===== config.mk =====
export PLATFORM = sky130hd
export DESIGN_NAME = bank_sram_ctrl
export DESIGN_NICKNAME = d
export VERILOG_FILES = /design/src/rtl/bank_pkg.sv /design/src/rtl/bank_sc_resp_reg.sv /design/src/rtl/bank_sram_ctrl.sv
export SDC_FILE = /design/constraint.sdc
export NUM_CORES = 1
export LEC_CHECK = 0
export ABC_AREA = 1
export BUFFER_PORTS_ARGS = -buffer_cell sky130_fd_sc_hd__buf_2
export CAP_MARGIN = 5
export CORE_AREA = 3 3 424 426
export CTS_CLUSTER_DIAMETER = 30
export DETAILED_ROUTE_END_ITERATION = 6
export DIE_AREA = 0 0 427 429
export SLEW_MARGIN = 10
export SYNTH_ARGS = -nofsm -noshare
export SYNTH_HDL_FRONTEND = slang
export SYNTH_SLANG_ARGS = --single-unit

===== constraint.sdc =====
create_clock -name clk_i -period 1.71 [get_ports clk_i]
set_input_delay 0 -clock clk_i [delete_from_list [all_inputs] [get_ports clk_i]]
set_output_delay 0 -clock clk_i [all_outputs]
set_load 0.05 [all_outputs]

===== src/rtl/bank_pkg.sv =====
// Shared opcodes, line-state encoding, FSM state type and SRAM geometry for the bank SRAM controller.
package bank_pkg;

    localparam int SRAM_AW = 7;
    localparam int IDX_W   = SRAM_AW - 1;

    localparam logic [2:0] SC_OP_WRITE     = 3'd0;
    localparam logic [2:0] SC_OP_READ      = 3'd1;
    localparam logic [2:0] SC_OP_LINEFILL  = 3'd2;
    localparam logic [2:0] SC_OP_WRITEBACK = 3'd3;

    localparam logic [1:0] LINE_STATE_DIRTY = 2'b10;

    typedef enum logic [3:0] {
        IDLE,
        WBRD,
        WR,
        RD,
        RDCAP,
        LF0,
        LF1,
        WB0,
        WB1,
        WBCAP,
        RESP,
        WBOUT
    } sc_state_e;

    function automatic logic is_dirty(input logic [1:0] line_state);
        return line_state == LINE_STATE_DIRTY;
    endfunction

endpackage


===== src/rtl/bank_sc_resp_reg.sv =====
// One-entry valid/ready output register; payload is held stable until the consumer takes it.
module bank_sc_resp_reg #(
    parameter int W = 8
) (
    input  logic         clk,
    input  logic         rst_n,
    input  logic         load,
    input  logic [W-1:0] load_data,
    output logic         valid,
    input  logic         ready,
    output logic [W-1:0] data
);

    // A load may only coincide with an empty or draining entry; the controller guarantees this.
    always_ff @(posedge clk or negedge rst_n) begin
        if (!rst_n) begin
            valid <= 1'b0;
            data  <= '0;
        end else if (load) begin
            valid <= 1'b1;
            data  <= load_data;
        end else if (valid && ready) begin
            valid <= 1'b0;
        end
    end

endmodule


===== src/rtl/bank_sram_ctrl.sv =====
// Bank SRAM controller: executes one issued write/read/linefill/writeback against the bank data SRAM.
// Optional BANK_SC_RESP_SKID_EN: the response drains from its own register while the FSM returns to IDLE.
module bank_sram_ctrl
    import bank_pkg::*;
#(
    parameter int LINE_W = 256,
    parameter int NCH    = 3
) (
    input  logic                  clk_i,
    input  logic                  rst_ni,

    input  logic                  iq_sc_valid_i,
    output logic                  iq_sc_ready_o,
    input  logic [2:0]            iq_sc_opcode_i,
    input  logic [1:0]            iq_sc_channel_id_i,
    input  logic [2:0]            iq_sc_xbar_rob_num_i,
    input  logic [7:0]            iq_sc_wbuffer_id_i,
    input  logic [SRAM_AW-1:0]    iq_sc_set_way_offset_i,
    input  logic [1:0]            iq_sc_cacheline_state_offset0_i,
    input  logic [1:0]            iq_sc_cacheline_state_offset1_i,
    input  logic [LINE_W/2-1:0]   iq_sc_linefill_data_offset0_i,
    input  logic [LINE_W/2-1:0]   iq_sc_linefill_data_offset1_i,

    output logic                  wbuf_ren_o,
    output logic [7:0]            wbuf_raddr_o,
    input  logic [LINE_W/2-1:0]   wbuf_rdata_i,

    output logic                  sram_en_o,
    output logic                  sram_we_o,
    output logic [SRAM_AW-1:0]    sram_addr_o,
    output logic [LINE_W/2-1:0]   sram_wdata_o,
    input  logic [LINE_W/2-1:0]   sram_rdata_i,

    output logic                  resp_valid_o,
    input  logic                  resp_ready_i,
    output logic [1:0]            resp_ch_id_o,
    output logic [2:0]            resp_rob_o,
    output logic                  resp_is_write_o,
    output logic [LINE_W/2-1:0]   resp_data_o,

    output logic                  biu_wb_valid_o,
    input  logic                  biu_wb_ready_i,
    output logic [IDX_W-1:0]      biu_wb_idx_o,
    output logic [LINE_W-1:0]     biu_wb_data_o,

    output logic [NCH-1:0]        channel_spw_pop_o
);

    localparam int HALF_W = LINE_W / 2;
    localparam int RESP_W = 2 + 3 + 1 + HALF_W;
    localparam int WB_W   = IDX_W + LINE_W;

    sc_state_e           state;
    logic [1:0]          ch;
    logic [2:0]          rob;
    logic [IDX_W-1:0]    idx;
    logic                off;
    logic                dirty1;
    logic [HALF_W-1:0]   lf0;
    logic [HALF_W-1:0]   lf1;
    logic [HALF_W-1:0]   wb_lo;

    logic                accept;
    logic                resp_fire;
    logic                resp_load;
    logic [RESP_W-1:0]   resp_in;
    logic [RESP_W-1:0]   resp_q;
    logic                wb_load;
    logic [WB_W-1:0]     wb_in;
    logic [WB_W-1:0]     wb_q;

`ifdef BANK_SC_RESP_SKID_EN
    localparam sc_state_e RESP_NEXT = IDLE;
    assign iq_sc_ready_o = rst_ni && (state == IDLE) && (!resp_valid_o || resp_ready_i);
`else
    localparam sc_state_e RESP_NEXT = RESP;
    assign iq_sc_ready_o = rst_ni && (state == IDLE);
`endif

    assign accept    = iq_sc_valid_i && iq_sc_ready_o;
    assign resp_fire = resp_valid_o && resp_ready_i;

    // SRAM/write-buffer strobes are registered on the edge that enters the state using them.
    always_ff @(posedge clk_i or negedge rst_ni) begin
        if (!rst_ni) begin
            state        <= IDLE;
            ch           <= '0;
            rob          <= '0;
            idx          <= '0;
            off          <= 1'b0;
            dirty1       <= 1'b0;
            lf0          <= '0;
            lf1          <= '0;
            wb_lo        <= '0;
            wbuf_ren_o   <= 1'b0;
            wbuf_raddr_o <= '0;
            sram_en_o    <= 1'b0;
            sram_we_o    <= 1'b0;
            sram_addr_o  <= '0;
        end else begin
            wbuf_ren_o <= 1'b0;
            sram_en_o  <= 1'b0;
            sram_we_o  <= 1'b0;
            case (state)
                IDLE: begin
                    if (accept) begin
                        ch     <= iq_sc_channel_id_i;
                        rob    <= iq_sc_xbar_rob_num_i;
                        idx    <= iq_sc_set_way_offset_i[SRAM_AW-1:1];
                        off    <= iq_sc_set_way_offset_i[0];
                        dirty1 <= is_dirty(iq_sc_cacheline_state_offset1_i);
                        lf0    <= iq_sc_linefill_data_offset0_i;
                        lf1    <= iq_sc_linefill_data_offset1_i;
                        case (iq_sc_opcode_i)
                            SC_OP_WRITE: begin
                                state        <= WBRD;
                                wbuf_ren_o   <= 1'b1;
                                wbuf_raddr_o <= iq_sc_wbuffer_id_i;
                            end
                            SC_OP_READ: begin
                                state       <= RD;
                                sram_en_o   <= 1'b1;
                                sram_addr_o <= iq_sc_set_way_offset_i;
                            end
                            SC_OP_LINEFILL: begin
                                state       <= LF0;
                                sram_en_o   <= !is_dirty(iq_sc_cacheline_state_offset0_i);
                                sram_we_o   <= !is_dirty(iq_sc_cacheline_state_offset0_i);
                                sram_addr_o <= {iq_sc_set_way_offset_i[SRAM_AW-1:1], 1'b0};
                            end
                            SC_OP_WRITEBACK: begin
                                state       <= WB0;
                                sram_en_o   <= 1'b1;
                                sram_addr_o <= {iq_sc_set_way_offset_i[SRAM_AW-1:1], 1'b0};
                            end
                            default: state <= IDLE;
                        endcase
                    end
                end
                WBRD: begin
                    state       <= WR;
                    sram_en_o   <= 1'b1;
                    sram_we_o   <= 1'b1;
                    sram_addr_o <= {idx, off};
                end
                WR:    state <= RESP_NEXT;
                RD:    state <= RDCAP;
                RDCAP: state <= RESP_NEXT;
                LF0: begin
                    state       <= LF1;
                    sram_en_o   <= !dirty1;
                    sram_we_o   <= !dirty1;
                    sram_addr_o <= {idx, 1'b1};
                end
                LF1:   state <= RESP_NEXT;
                WB0: begin
                    state       <= WB1;
                    sram_en_o   <= 1'b1;
                    sram_addr_o <= {idx, 1'b1};
                end
                WB1: begin
                    state <= WBCAP;
                    wb_lo <= sram_rdata_i;
                end
                WBCAP: state <= WBOUT;
                RESP:  if (resp_fire) state <= IDLE;
                WBOUT: if (biu_wb_valid_o && biu_wb_ready_i) state <= IDLE;
                default: state <= IDLE;
            endcase
        end
    end

    always_comb begin
        case (state)
            WR:      sram_wdata_o = wbuf_rdata_i;
            LF0:     sram_wdata_o = lf0;
            LF1:     sram_wdata_o = lf1;
            default: sram_wdata_o = '0;
        endcase
    end

    // Linefill answers with the requested offset's fill data even when that offset was dirty.
    always_comb begin
        resp_load = 1'b0;
        resp_in   = '0;
        case (state)
            WR: begin
                resp_load = 1'b1;
                resp_in   = {ch, rob, 1'b1, {HALF_W{1'b0}}};
            end
            RDCAP: begin
                resp_load = 1'b1;
                resp_in   = {ch, rob, 1'b0, sram_rdata_i};
            end
            LF1: begin
                resp_load = 1'b1;
                resp_in   = {ch, rob, 1'b0, (off ? lf1 : lf0)};
            end
            default: ;
        endcase
    end

    assign wb_load = (state == WBCAP);
    assign wb_in   = {idx, sram_rdata_i, wb_lo};

    bank_sc_resp_reg #(.W(RESP_W)) u_resp_reg (
        .clk       (clk_i),
        .rst_n     (rst_ni),
        .load      (resp_load),
        .load_data (resp_in),
        .valid     (resp_valid_o),
        .ready     (resp_ready_i),
        .data      (resp_q)
    );

    bank_sc_resp_reg #(.W(WB_W)) u_wb_reg (
        .clk       (clk_i),
        .rst_n     (rst_ni),
        .load      (wb_load),
        .load_data (wb_in),
        .valid     (biu_wb_valid_o),
        .ready     (biu_wb_ready_i),
        .data      (wb_q)
    );

    assign resp_ch_id_o    = resp_q[RESP_W-1 -: 2];
    assign resp_rob_o      = resp_q[RESP_W-3 -: 3];
    assign resp_is_write_o = resp_q[HALF_W];
    assign resp_data_o     = resp_q[HALF_W-1:0];

    assign biu_wb_idx_o  = wb_q[WB_W-1 -: IDX_W];
    assign biu_wb_data_o = wb_q[LINE_W-1:0];

    // Channel ids beyond NCH return no credit.
    always_comb begin
        for (int i = 0; i < NCH; i++) begin
            channel_spw_pop_o[i] = resp_fire && (int'(resp_ch_id_o) == i);
        end
    end

endmodule


==> impl_metrics.py, run 1 <==
metrics = {
    "detailed_routing": {
        "postRouteAntennaNets": 0,
        "wl_per_cell_um": 26.51,
        "dr.pass1.iters": 6,
        "routed_wl_mm": 227.3,
        "drc": 0,
        "drt-initial-drc-count": 3800,
        "vias_per_cell": 4.599,
        "vias": 39430,
    },
    "logic_synthesis": {
        "syn_nets": 4385,
        "synth_area_leaders": "dfrtp_1 (59%), nand2_1 (17%), o21ai_0 (7.6%)",
        "synthXorXnorAreaFrac": 0,
        "synthTopCellsByCount": "nand2_1 (1,535), dfrtp_1 (817), o21ai_0 (526)",
        "async_reset_ff_frac": 1.000,
        "avgSynthCellArea_um2": 9.033,
        "ys_warn_count": 0,
        "synth_mux_area_frac": 0.04317,
        "synth_edf_count": 0,
        "synth_seq_cells": 817,
        "synth-simple-area-share": 0.1727,
        "yosys_most_used_dff": "dfrtp_1",
        "post-synth-top-count-cell": "nand2_1",
        "synth_cell_types": 24,
        "synth_compound_area_frac": 0.1323,
        "synth.largest_area_cell": "dfrtp_1",
        "synth_fa_ha_area_frac": 0,
        "synthCells": 3841,
        "ys_seq_area_frac": 0.5893,
        "synth_area_mm2": 0.03469,
        "yosysTopAreaCellShare": 0.5893,
        "synth_top_family_by_area": "simple AND/OR/NAND/NOR gates",
    },
    "floorplan": {
        "die_w_um": 427,
        "start_util": 0.1970,
        "die_y_um": 429,
        "dieArea_mm2": 0.1832,
        "core_area_mm2": 0.1761,
        "row_count": 154,
        "io_pins": 1092,
    },
    "placed_design": {
        "dp_cells": 7284,
        "place_hpwl_mm": 166.9,
        "place_congestion": 0.9882,
        "io_buffer_count": 1091,
    },
    "setup_path": {
        "r2r_cells": 13,
        "worst_setup_path_end_kind": "output port",
        "cp.arrival_ps": 2670,
        "required_ps": 1710,
        "crit_type": "reg -> out",
        "ff2ff_setup_slack_ps": -310,
        "setup.worst_path.start_class": "flop",
        "cp_max_fo": 9,
    },
    "timing": {
        "hold_slack_ps": 39.33,
        "slew_viol_final": 0,
        "tightestPinTransition_ps": 955.2,
        "hold_viol": 0,
        "fin_crit_sh": 1.561,
        "setup_viol": 904,
        "post-route-min-period_ps": 2669,
        "rsz0062_at_grt": "yes",
        "relSlewSlack": 0.3632,
        "setup_slack_ps": -958.6,
        "fin_tns_setup_ps": -203810,
        "fmax_mhz": 374.7,
        "skew_ps": 54.79,
    },
    "cells_and_area": {
        "utilization": 0.3684,
        "layout-drive-gt1-share": 0.3363,
        "fin_cells": 8574,
        "nNetsFinal": 6557,
        "syn_to_final_growth_pct": 87.00,
    },
    "power": {
        "leakagePower_nw": 31.38,
        "p_per_area_mw_per_mm2": 2162,
        "power_mw": 140.2,
        "vdd_drop_max_uv": 1122,
    },
    "clocking": {
        "root_buffer": "clkbuf_16",
        "cts_tree": "built",
        "path_clk_slew_ps": 40,
        "clock_latency_ps": 850,
        "clockBufferDepth": 3,
        "cts_made_buffers": 216,
        "htree_levels": 4,
        "clkSinkCount": 817,
    },
    "hold_path": {
        "hold_class": "in -> reg",
        "whs_path_depth": 4,
    },
    "global_route": {
        "grt_overflow": 0,
        "grt.total_usage": 0.2328,
        "grt_pass1_wl_mm": 302.7,
        "grt_max_degree": 160,
        "grt_antenna_before_repair": 43,
        "grt_pass1_vias": 39100,
    },
    "outcome": {
        "failed_checks": "negative setup slack",
        "status": "finished, violations left",
    },
    "run": {
        "cap_violations": 0,
    },
}
## state kept, by name, summed over array words and instances (netlist names)
| name | cells |
|---|---|
| u_wb_reg.data | 262 |
| u_resp_reg.data | 134 |
| lf1 | 128 |
| sram_addr_o | 7 |
| rob | 3 |
| wb_lo | 128 |
| u_wb_reg.valid | 1 |
| wbuf_ren_o | 1 |
| ch | 2 |
| sram_en_o | 1 |
| sram_we_o | 1 |
| off | 1 |
| idx | 6 |
| lf0 | 128 |
| u_resp_reg.valid | 1 |
| dirty1 | 1 |
| wbuf_raddr_o | 8 |
| state | 4 |
## layer usage
layer,global-route usage,share of wire,up-vias
li1,-,-,16940
met1,0.2880,0.39,19570
met2,0.3719,0.47,2312
met3,0.06100,0.090,599
met4,0.1186,0.059,8
met5,0,0.00024,-
## path summary, 6_finish.rpt
kind,end,from
setup / recovery,sram_wdata_o[43],state[2]$_DFFE_PN0P_
hold / removal,lf0[77]$_DFFE_PN0P_,iq_sc_linefill_data_offset0_i[77]
setup reg to reg,lf0[100]$_DFFE_PN0P_,state[1]$_DFFE_PN0P_
hold reg to reg,u_wb_reg.data[68]$_DFFE_PN0P_,wb_lo[68]$_DFFE_PN0P_
max in group asynchronous,u_wb_reg.data[105]$_DFFE_PN0P_,rst_ni
min in group asynchronous,u_wb_reg.data[56]$_DFFE_PN0P_,rst_ni
## cell families (layout without fill, tap and decap cells)
group,after synthesis,count (layout)
AOI/OAI and AO/OA,788,788
buffers and inverters,525,2880
DFF,817,817
muxes,133,133
other,0,38
and+or+nand+nor,1578,1578
## layout make-up
type | count | area (um2)
Antenna cell | 38 | 95.09
Sequential cell | 817 | 20450
Timing Repair Buffer | 2197 | 19670
Multi-Input combinational cell | 2499 | 12770
Tap cell | 2340 | 2928
Fill cell | 17340 | 111200
Inverter | 281 | 1081
Clock buffer | 292 | 6215
Timing Repair inverter | 1 | 11.26
Clock inverter | 109 | 1658
## cells in the final DEF (no fill, tap or decap), types with 2 or more instances in the layout
master         netlist  layout
nor3_1               3       2
buf_2               91     960
bufinv_16            0      33
nand3_1             20      20
clkinv_8             0       2
o21ai_0            526     505
nor2_4               1       8
buf_12               0     160
dlygate4sd3_1        0     687
diode_2              0      38
buf_6               11      32
clkinv_16            0       7
clkbuf_1           135      27
clkbuf_8             0      46
inv_2                2       4
nand2_8              0       7
nor2_1              11       6
nor3_4               1       2
o21ai_1              0       5
buf_8                0      17
clkinv_4             0       4
nand2_1           1535    1437
a21oi_1              3       2
nand2_2              1      47
o211ai_1           258     258
buf_4                1     251
clkinv_2             0      35
inv_16               0       2
dfrtp_1            817     815
mux2_2              64      64
inv_1              279     276
clkinvlp_4           0      26
buf_16               0      18
o21ai_2              0      16
nand2_4              0      45
nor2_2               4       2
mux2_1              69      69
clkbuf_16            0     289
## metrics by stage
step	setup WS (ps)	area (um2)
2_1_floorplan	-156.9	34810
3_3_place_gp	-436.3	46430
3_5_place_dp	-414.1	46430
4_1_cts	-1028	62280
5_1_grt	-1078	64860
6_report	-958.6	64880
## critical path, cell delays in order (launching register included)
cell      delay [ps]
dfrtp_1          370
inv_2             80
nor2_4           140
buf_6            130
nand2_8           70
buf_16           160
buf_12           160
buf_4            170
o211ai_1         330
buf_12           200
## power breakdown
part           internal [mW]  leakage [nW]  switching, mW  total, mW
combinational           18.7          17.4           42.9       61.6
sequential              28.5          10.2           6.66       35.2
clock                   30.2          3.79           13.2       43.4
## repair_timing
action	4_1_cts	5_1_grt
hold buffers	687	0
pin swaps	28	58
setup buffers	37	75
endpoints found under the hold margin	1494	0
setup endpoints to repair	466	1034
cloned	11	46
resized for setup	106	287
Note: power is estimated with default switching activity, not from simulation.
==> run 2: changes to the inputs <==
Settings changed: ABC_AREA 1 to default.
==> run 2 against run 1 <==
- sequential share of layout area grew 0.96 points
- cell count down 9.7%
- largest power group unchanged
- clock skew barely moved
- count of clock-buffer cells in the layout shrank 46
- clock power shrank 5.8%
- sequential power grew 1%
- non-clock buffer count is 17 higher
- worst setup slack got worse by 89 ps
- synthesized cell count down 23%
- the run ends with design-rule violations, negative setup slack left
- global-route usage down 1.9 points
==> impl_metrics.py, run 2 <==
metrics = {
    "power": {
        "leakagePower_nw": 30.22,
        "p_per_area_mw_per_mm2": 2046,
        "vdd_drop_max_uv": 1150,
    },
    "global_route": {
        "grt_antenna_before_repair": 81,
        "grt_max_degree": 158,
        "grt_pass1_vias": 37370,
        "grt_overflow": 0,
        "grt.total_usage": 0.2138,
        "grt_pass1_wl_mm": 280.1,
    },
    "logic_synthesis": {
        "async_reset_ff_frac": 1.000,
        "ys_seq_area_frac": 0.5987,
        "synth_seq_cells": 817,
        "synth_area_leaders": "dfrtp_1 (60%), mux2_2 (14%), nand2_1 (8.9%)",
        "yosysTopAreaCellShare": 0.5987,
        "synth_cell_types": 40,
        "syn_nets": 3498,
        "synth_area_mm2": 0.03415,
        "ys_warn_count": 0,
        "post-synth-top-count-cell": "dfrtp_1",
        "synthCells": 2954,
        "synth.largest_area_cell": "dfrtp_1",
        "yosys_most_used_dff": "dfrtp_1",
        "synth_edf_count": 0,
        "avgSynthCellArea_um2": 11.56,
        "synthTopCellsByCount": "dfrtp_1 (817), nand2_1 (811), mux2_2 (416)",
    },
    "floorplan": {
        "core_area_mm2": 0.1761,
        "die_y_um": 429,
        "dieArea_mm2": 0.1832,
        "die_w_um": 427,
        "row_count": 154,
        "start_util": 0.1939,
        "io_pins": 1092,
    },
    "setup_path": {
        "r2r_start": "state[2]$_DFFE_PN0P_",
        "r2r_cells": 9,
        "r2r-end": "sram_addr_o[3]$_DFFE_PN0P_",
        "setup.worst_path.start_class": "flop",
        "crit_start": "state[2]$_DFFE_PN0P_",
        "required_ps": 1710,
        "cp.arrival_ps": 2760,
        "worst_setup_path_end_kind": "output port",
        "endpoint": "sram_wdata_o[64]",
        "cp_max_fo": 30,
        "crit_type": "reg -> out",
        "ff2ff_setup_slack_ps": -420,
    },
    "timing": {
        "hold_viol": 0,
        "post-route-min-period_ps": 2758,
        "fmax_mhz": 362.6,
        "setup_slack_ps": -1048,
        "fin_tns_setup_ps": -317360,
        "setup_viol": 938,
        "relSlewSlack": 0.2791,
        "tightestPinTransition_ps": 1081,
        "slew_viol_final": 0,
        "fin_crit_sh": 1.613,
        "skew_ps": 55.06,
        "rsz0062_at_grt": "yes",
    },
    "detailed_routing": {
        "vias_per_cell": 4.578,
        "postRouteAntennaNets": 0,
        "wl_met1_mm": 76.64,
        "vias": 35450,
        "routed_wl_mm": 201.9,
        "dr.pass1.iters": 7,
        "drc": 38,
        "drt-initial-drc-count": 3846,
        "wl_met2_mm": 94.05,
        "wl_per_cell_um": 26.07,
        "dr_wl_met3_mm": 18.45,
        "dr.max_layer_used": "met5",
    },
    "clocking": {
        "cts_tree": "built",
        "clockBufferDepth": 3,
        "clock_latency_ps": 840,
        "htree_levels": 4,
        "path_clk_slew_ps": 50,
        "cts_made_buffers": 208,
        "clkSinkCount": 817,
        "root_buffer": "clkbuf_16",
    },
    "hold_path": {
        "whs_path_depth": 4,
        "hold_class": "in -> reg",
    },
    "run": {
        "cap_violations": 0,
    },
    "placed_design": {
        "place_congestion": 0.9629,
        "placed_area_mm2": 0.04532,
        "place_hpwl_mm": 143.8,
        "io_buffer_count": 1091,
    },
    "cells_and_area": {
        "nNetsFinal": 5716,
        "largest_reg_flops": 262,
        "final_cell_mix": "buf_2 (961), dfrtp_1 (813), nand2_1 (807)",
        "layout_commonest_cell": "buf_2",
        "utilization": 0.3576,
        "stdcell_area_mm2": 0.06297,
        "regMostFlops": "u_wb_reg.data",
        "reg_top3": "u_wb_reg.data: 262 flops, u_resp_reg.data: 134 flops",
        "layout-drive-gt1-share": 0.4433,
        "syn_to_final_growth_pct": 84.40,
    },
    "outcome": {
        "status": "finished, violations left",
        "failed_checks": "design-rule violations, negative setup slack",
    },
}
## run 2: worst max-delay path, stage by stage (launching register included)
cell	delay, ps
dfrtp_2	440
nand2b_4	110
nor2_4	90
buf_12	170
buf_6	170
a222oi_1	620
inv_2	100
buf_12	180
## run 2: worst min-delay path by stage
stage,startpoint,endpoint
floorplan,rst_ni,ch[0]$_DFFE_PN0P_
finish,iq_sc_linefill_data_offset0_i[96],lf0[96]$_DFFE_PN0P_
detailed placement,rst_ni,lf0[110]$_DFFE_PN0P_
CTS,sram_rdata_i[109],wb_lo[109]$_DFFE_PN0P_
global route,iq_sc_linefill_data_offset1_i[22],lf1[22]$_DFFE_PN0P_
global placement,rst_ni,lf0[110]$_DFFE_PN0P_
## run 2: stage by stage
stage	setup WS, ps	cells	total power [mW]	hold WS, ps
after floorplan	-289.4	2954	64.29	-295.6
after global routing	-1145	7721	133.6	37.89
final	-1048	7743	128.8	29.66
after global placement	-366.9	6436	82.00	-150.1
after detailed placement	-456.5	6436	82.74	-149.8
after CTS	-1185	7679	128.4	2.758
## run 2: layout make-up
type                       count  area [um2]
fill                       17010      113100
sequential                   817       20450
timing repair buffer        2214       19070
multi-input combinational   1796       12440
clock buffer                 246        5590
tap                         2340        2928
clock inverter               138        1795
inverter                     135       549.3
antenna                       57       142.6
## run 2: kinds of logic after synthesis
family,after synthesis,share of synthesized area
AO/OA/AOI/OAI,408,0.08940
buffers and inverters,341,0.04243
flip-flops,817,0.5987
multiplexers,544,0.1747
AND/OR/NAND/NOR,844,0.09482
## run 2: what timing repair did
action / 4_1_cts / 5_1_grt
hold buffers: 779 / 1
gates cloned: 24 / 2
pin swaps: 81 / 23
endpoints found under the hold margin: 1494 / 8
resized for setup: 236 / 91
setup buffers: 57 / 17
endpoints found under the setup margin: 896 / 1344
## run 2: where the power goes
part           switching [mW]  internal [mW]
logic                    33.5           18.8
registers                7.47           28.2
clock network            13.4           27.5
## run 2: per-layer routing
layer,vias up,GRT usage
li1,14880,-
met1,17820,0.2529
met2,2098,0.3425
met3,614,0.06645
met4,32,0.1202
met5,-,0
